<file path="config.mk">
export PLATFORM = sky130hd
export DESIGN_NAME = kvt_scfifo_wr_arbiter
export DESIGN_NICKNAME = d
export VERILOG_FILES = /design/src/rtl/kvt_scfifo_wr_arbiter.sv
export SDC_FILE = /design/constraint.sdc
export NUM_CORES = 1
export LEC_CHECK = 0
export CORE_MARGIN = 5
export CORE_UTILIZATION = 49
export DETAILED_ROUTE_END_ITERATION = 8
export PLACE_DENSITY = 0.84
export SLEW_MARGIN = 30
export SYNTH_ARGS = -nofsm -noshare
export SYNTH_HDL_FRONTEND = slang
export SYNTH_SLANG_ARGS = --single-unit
export TNS_END_PERCENT = 100
</file>
<file path="constraint.sdc">
create_clock -name clk -period 6.3 [get_ports clk]
set_clock_uncertainty 0.1 [all_clocks]
set_input_delay 1.575 -clock clk [delete_from_list [all_inputs] [get_ports clk]]
set_output_delay 1.575 -clock clk [all_outputs]
set_load 0.05 [all_outputs]
</file>
<file path="src/rtl/kvt_scfifo_wr_arbiter.sv">
// Write-side arbiter for a single-clock FIFO: round-robin grants with bounded bursts,
// a registered write port and a locally tracked occupancy count.
`ifndef DW
`define DW 8
`endif
`ifndef AW
`define AW 4
`endif

module kvt_scfifo_wr_arbiter #(
    parameter int NUM_REQ   = 4,
    parameter int DW        = `DW,
    parameter int AW        = `AW,
    parameter int MAX_BURST = 4
) (
    input  logic                       clk,
    input  logic                       rst,
    input  logic [NUM_REQ-1:0]         req_valid_i,
    input  logic [NUM_REQ*DW-1:0]      req_data_i,
    output logic [NUM_REQ-1:0]         req_ready_o,
    output logic                       wr_en_o,
    output logic [DW-1:0]              wr_data_o,
    input  logic                       fifo_rd_en_i,
    input  logic                       fifo_empty_i,
    input  logic                       fifo_full_i,
    output logic [AW:0]                level_o,
    output logic [$clog2(NUM_REQ)-1:0] grant_id_o,
    output logic                       overflow_err_o
);

    localparam int IDW = $clog2(NUM_REQ);
    localparam int BW  = $clog2(MAX_BURST + 1);
    localparam int LW  = AW + 1;
    localparam logic [LW-1:0] DEPTH = LW'(1) << AW;

    if (DW < 1) begin : g_bad_dw
        $error("kvt_scfifo_wr_arbiter: DW must be >= 1");
    end
    if (AW < 1) begin : g_bad_aw
        $error("kvt_scfifo_wr_arbiter: AW must be >= 1");
    end
    if (MAX_BURST < 1) begin : g_bad_burst
        $error("kvt_scfifo_wr_arbiter: MAX_BURST must be >= 1");
    end
    if (NUM_REQ < 2 || NUM_REQ > 16) begin : g_bad_num_req
        $error("kvt_scfifo_wr_arbiter: NUM_REQ must be in 2..16");
    end

    typedef enum logic {
        ARB,
        LOCK
    } state_t;

    state_t             state, state_nxt;
    logic [IDW-1:0]     owner, owner_nxt;
    logic [IDW-1:0]     rr_ptr, rr_nxt;
    logic [BW-1:0]      beat_cnt, cnt_nxt;
    logic [LW-1:0]      level;
    logic [IDW-1:0]     found_idx, acc_id;
    logic               found, accept, can_issue, rd_ok;
    logic [NUM_REQ-1:0] ready_c;
    logic [DW-1:0]      data_arr [NUM_REQ];
    int                 cand;

    function automatic logic [IDW-1:0] next_id(input logic [IDW-1:0] id);
        return (id == IDW'(NUM_REQ - 1)) ? '0 : id + 1'b1;
    endfunction

    for (genvar g = 0; g < NUM_REQ; g++) begin : g_unpack
        assign data_arr[g] = req_data_i[g*DW +: DW];
    end

    assign can_issue = (level < DEPTH);
    assign rd_ok     = fifo_rd_en_i && !fifo_empty_i;

    // Rotating priority search: first valid requester at or after rr_ptr, wrapping.
    always_comb begin
        found     = 1'b0;
        found_idx = '0;
        cand      = 0;
        for (int k = 0; k < NUM_REQ; k++) begin
            cand = int'(rr_ptr) + k;
            if (cand >= NUM_REQ) cand = cand - NUM_REQ;
            if (!found && req_valid_i[IDW'(cand)]) begin
                found     = 1'b1;
                found_idx = IDW'(cand);
            end
        end
    end

    always_comb begin
        state_nxt = state;
        owner_nxt = owner;
        rr_nxt    = rr_ptr;
        cnt_nxt   = beat_cnt;
        ready_c   = '0;
        accept    = 1'b0;
        acc_id    = '0;
        case (state)
            ARB: begin
                if (can_issue && found) begin
                    ready_c[found_idx] = 1'b1;
                    accept             = 1'b1;
                    acc_id             = found_idx;
                    if (MAX_BURST == 1) begin
                        rr_nxt = next_id(found_idx);
                    end else begin
                        state_nxt = LOCK;
                        owner_nxt = found_idx;
                        cnt_nxt   = BW'(1);
                    end
                end
            end
            LOCK: begin
                // A full FIFO freezes the burst exactly where it is.
                if (can_issue) begin
                    if (req_valid_i[owner]) begin
                        ready_c[owner] = 1'b1;
                        accept         = 1'b1;
                        acc_id         = owner;
                        if (beat_cnt + BW'(1) == BW'(MAX_BURST)) begin
                            state_nxt = ARB;
                            rr_nxt    = next_id(owner);
                            cnt_nxt   = '0;
                        end else begin
                            cnt_nxt = beat_cnt + BW'(1);
                        end
                    end else begin
                        state_nxt = ARB;
                        rr_nxt    = next_id(owner);
                        cnt_nxt   = '0;
                    end
                end
            end
            default: state_nxt = ARB;
        endcase
    end

    // Ready is combinational, so it is masked directly while reset is held.
    assign req_ready_o = rst ? ready_c : '0;
    assign level_o     = level;

    always_ff @(posedge clk or negedge rst) begin
        if (!rst) begin
            state    <= ARB;
            owner    <= '0;
            rr_ptr   <= '0;
            beat_cnt <= '0;
        end else begin
            state    <= state_nxt;
            owner    <= owner_nxt;
            rr_ptr   <= rr_nxt;
            beat_cnt <= cnt_nxt;
        end
    end

    always_ff @(posedge clk or negedge rst) begin
        if (!rst) begin
            wr_en_o    <= 1'b0;
            wr_data_o  <= '0;
            grant_id_o <= '0;
        end else begin
            wr_en_o <= accept;
            if (accept) begin
                wr_data_o  <= data_arr[acc_id];
                grant_id_o <= acc_id;
            end
        end
    end

    // Occupancy counts a beat at acceptance; acceptance already requires room.
    always_ff @(posedge clk or negedge rst) begin
        if (!rst) begin
            level <= '0;
        end else if (accept && !rd_ok) begin
            level <= level + 1'b1;
        end else if (!accept && rd_ok && level != '0) begin
            level <= level - 1'b1;
        end
    end

    always_ff @(posedge clk or negedge rst) begin
        if (!rst) begin
            overflow_err_o <= 1'b0;
        end else if (wr_en_o && fifo_full_i && !fifo_rd_en_i) begin
            overflow_err_o <= 1'b1;
        end
    end

endmodule

</file>
==> reports/metrics.csv <==
stage,metric,value,unit
run_status,status,"complete, no violations",
layout,syn_to_final_growth,36.8,%
cts,cts_tree,yes,
sta,finalCritPeriodShare,92.4,%
die,design.core.area,3610,um2
detailed_routing,via_per_inst,5.58,
hold_path,hp-start,overflow_err_o,
worst_setup_path,r2r-start,level_o[4],
synthesis,synthArstFlopShare,100,%
global_route,antenna_found_initial,0,
layout,finalNetCount,293,
cts,clkTransAtPathRegs,0.08,ns
pwr,netSwitchingFraction,50.0,%
layout,multi_input_area,1110,um2
die,die_x,70.7,um
detailed_routing,met1_length,1910,um
worst_setup_path,path_class,in -> out,
detailed_routing,via_count,1612,
sta,relSlewSlack,47.6,%
worst_setup_path,r2r_slack,3.13,ns
synthesis,yosys_warnings,0,
die,io_pins,62,
sta,max_freq,172,MHz
die,num_rows,22,
worst_setup_path,timing.rr.end,level_o[4],
cts,cts.sink_count,25,
synthesis,syn_area_per_cell,9.97,um2
worst_setup_path,end_kind,primary output,
detailed_routing,first_pass_iters,4,
detailed_routing,routedWlPerCell,15.4,um
sta,layout_setup_ws,0.479,ns
die,die_y,70.7,um
layout,drive_above_1_share,9.96,%
sta,hold_viol_final,0,
worst_setup_path,startpoint_type,primary input,
pwr,pwr-share-seq,25.0,%
pwr,power_per_cell_area,521,nW/um2
sta,fin_crit,5.82,ns
pwr,internal_power,0.000642,W
worst_setup_path,cp.depth,7,
synthesis,syn_inst,181,
global_route,grt_pass1_wl,7160,um
place,gp_congestion,0.858,
global_route,grt_use_total,17.5,%
worst_setup_path,r2r_cells,10,
detailed_routing,drt_wl_total,4460,um
synthesis,synth_ff_type,dfrtp_1,
synthesis,ys_types,48,
place,place_ws,0.464,ns
pwr,combPwrFrac,67.7,%
detailed_routing,drc,0,
detailed_routing,routed.top_layer,met4,
cts,cts_hold_buf,0,
pwr,irDropWorstVdd,0.280,mV
cts,cts_max_path_buffers,2,
detailed_routing,dr_wl_met3,249,um
detailed_routing,drt-initial-drc-count,75,
synthesis,syn-num-nets,232,
global_route,grt_max_degree,23,
die,dieArea,5000,um2
pwr,leakagePower,0.976,nW
layout,fillers,287,
synthesis,synth_edf_count,0,
synthesis,ys_ff_latch,25,
worst_setup_path,critical_path_buf_inv_count,2,
worst_setup_path,crit_end,req_ready_o[0],
layout,diodes,0,
worst_setup_path,crit_chain,clkdlybuf4s50_1 > nor2b_1 > a221oi_1 > nor2_1 > o21ai_0 > and2_1 > clkdlybuf4s50_1,
cts,cts_buffers,3,
worst_setup_path,setup.worst_path.start,req_valid_i[2],
synthesis,ys_seq_area_share,34.7,%
place,numPortBuffers,61,
die,start_util,50.0,%
worst_setup_path,cpLargestDelayFamily,buffers and inverters,
sta,setup_tns,0,ns
run,max_cap_violations,0,
cts,cts_setup_buffers,0,
cts,root_buffer,clkbuf_8,
pwr,p_clk_share,7.3,%
hold_path,worst_hold_path_type,reg -> reg,
cts,insertion_delay,0.27,ns
pwr,finalPower,0.00128,W
worst_setup_path,slowest_delay,0.79,ns
detailed_routing,ant_nets,0,
worst_setup_path,crit_top_cell,clkdlybuf4s50_1,
sta,setup_violations,0,
worst_setup_path,critPathMaxFanout,6,
sta,rsz0062_at_grt,false,
cts,htreeDepth,1,
place,dp.final_hpwl,3580,um
layout,seq_area,626,um2
synthesis,netlist_area,1800,um2
detailed_routing,dr_wl_met2,2260,um
cts,cts_resized,0,
worst_setup_path,cp_data_required_time,4.62,ns
sta,slew_viol_final,0,
worst_setup_path,cp_data_arrival_time,4.15,ns
pwr,switchingPower,0.000643,W
global_route,grt_pass1_vias,1511,
sta,worstMarginPinSlew,0.785,ns
worst_setup_path,cp_slowest_cell,clkdlybuf4s50_1,
global_route,overflow,0,
## routing by layer
metal  GRT usage, %  vias up
li1               -      787
met1           22.8      768
met2           30.0       52
met3           2.70        5
met4           4.80        0
met5              0        -
## cells in the mapped netlist (3+ instances only)
cell,number,area (um2)
nor2_1,14,52.6
o21ai_0,7,35.0
a21o_1,4,30.0
nand2b_1,5,31.3
nor3_1,3,15.0
ha_1,9,113
xnor2_1,3,26.3
a221oi_1,6,52.6
a21oi_1,7,35.0
and2_1,9,56.3
mux2i_1,9,90.1
dfrtp_1,25,626
a32oi_1,3,26.3
nand3_1,3,15.0
nand4_1,3,18.8
a211oi_1,6,45.0
mux2_2,7,78.8
inv_1,4,15.0
nand2_1,18,67.6
## power by group through the flow
| stage | combinational, W | clock, W | sequential [W] |
|---|---|---|---|
| 2_1_floorplan | 0.000493 | 0 | 0.000483 |
| 3_3_place_gp | 0.000857 | 0 | 0.000321 |
| 3_5_place_dp | 0.000872 | 0 | 0.000324 |
| 4_1_cts | 0.000876 | 0.0000964 | 0.000322 |
| 5_1_grt | 0.000940 | 0.000101 | 0.000338 |
| 6_report | 0.000870 | 0.0000933 | 0.000322 |
## cell families after synthesis
| logic type | share of synthesized area, % |
|---|---|
| muxes | 10.2 |
| buffers and inverters | 3.95 |
| AOI/OAI and AO/OA | 21.4 |
| adders and majority gates | 7.35 |
| xor gates and xnor gates | 2.43 |
| DFF | 34.7 |
| and+or+nand+nor | 20.0 |
## state kept, by name, summed over array words and instances, names as in the netlist
name and cells:
beat_cnt 3, grant_id_o 2, level_o 5, overflow_err_o 1, owner 2, rr_ptr 2, state 1, wr_data_o 8
wr_en_o 1
## worst min-delay path by stage
| stage | endpoint | cells after the start | slack (ns) |
|---|---|---|---|
| global route | overflow_err_o | 1 | 0.40 |
| CTS | overflow_err_o | 1 | 0.39 |
| global placement | grant_id_o[1] | 2 | 0.36 |
| floorplan | beat_cnt[2] | 1 | 0.39 |
| detailed placement | overflow_err_o | 1 | 0.36 |
| finish | overflow_err_o | 1 | 0.39 |
## area by class of cell
type / instances / area share [%]
clock inverters: 1 / 0.203
clock buffers: 3 / 1.67
repair buffers: 62 / 24.8
multi-input cells: 146 / 44.9
well taps: 48 / 2.43
inverters: 4 / 0.609
flip-flops and latches: 25 / 25.4
## placed cells by master, fill, tap and decap left out, types with 5 or more instances in the layout
master,count
ha_1,9
nand2_1,18
nor2_1,14
mux2_2,7
dfrtp_1,25
clkdlybuf4s50_1,59
nand2b_1,5
a221oi_1,6
a211oi_1,6
and2_1,9
o21ai_0,7
mux2i_1,9
a21oi_1,7
## through the flow
step / util [%] / instance area (um2) / cells / hold WS (ns)
finish: 68.4 / 2470 / 289 / 0.392
CTS: 68.4 / 2470 / 289 / 0.390
floorplan: - / 1800 / 181 / 0.388
global route: 68.4 / 2470 / 289 / 0.401
detailed placement: 67.1 / 2420 / 285 / 0.362
global placement: 67.1 / 2420 / 285 / 0.359
(Power assumes the default switching activity.)
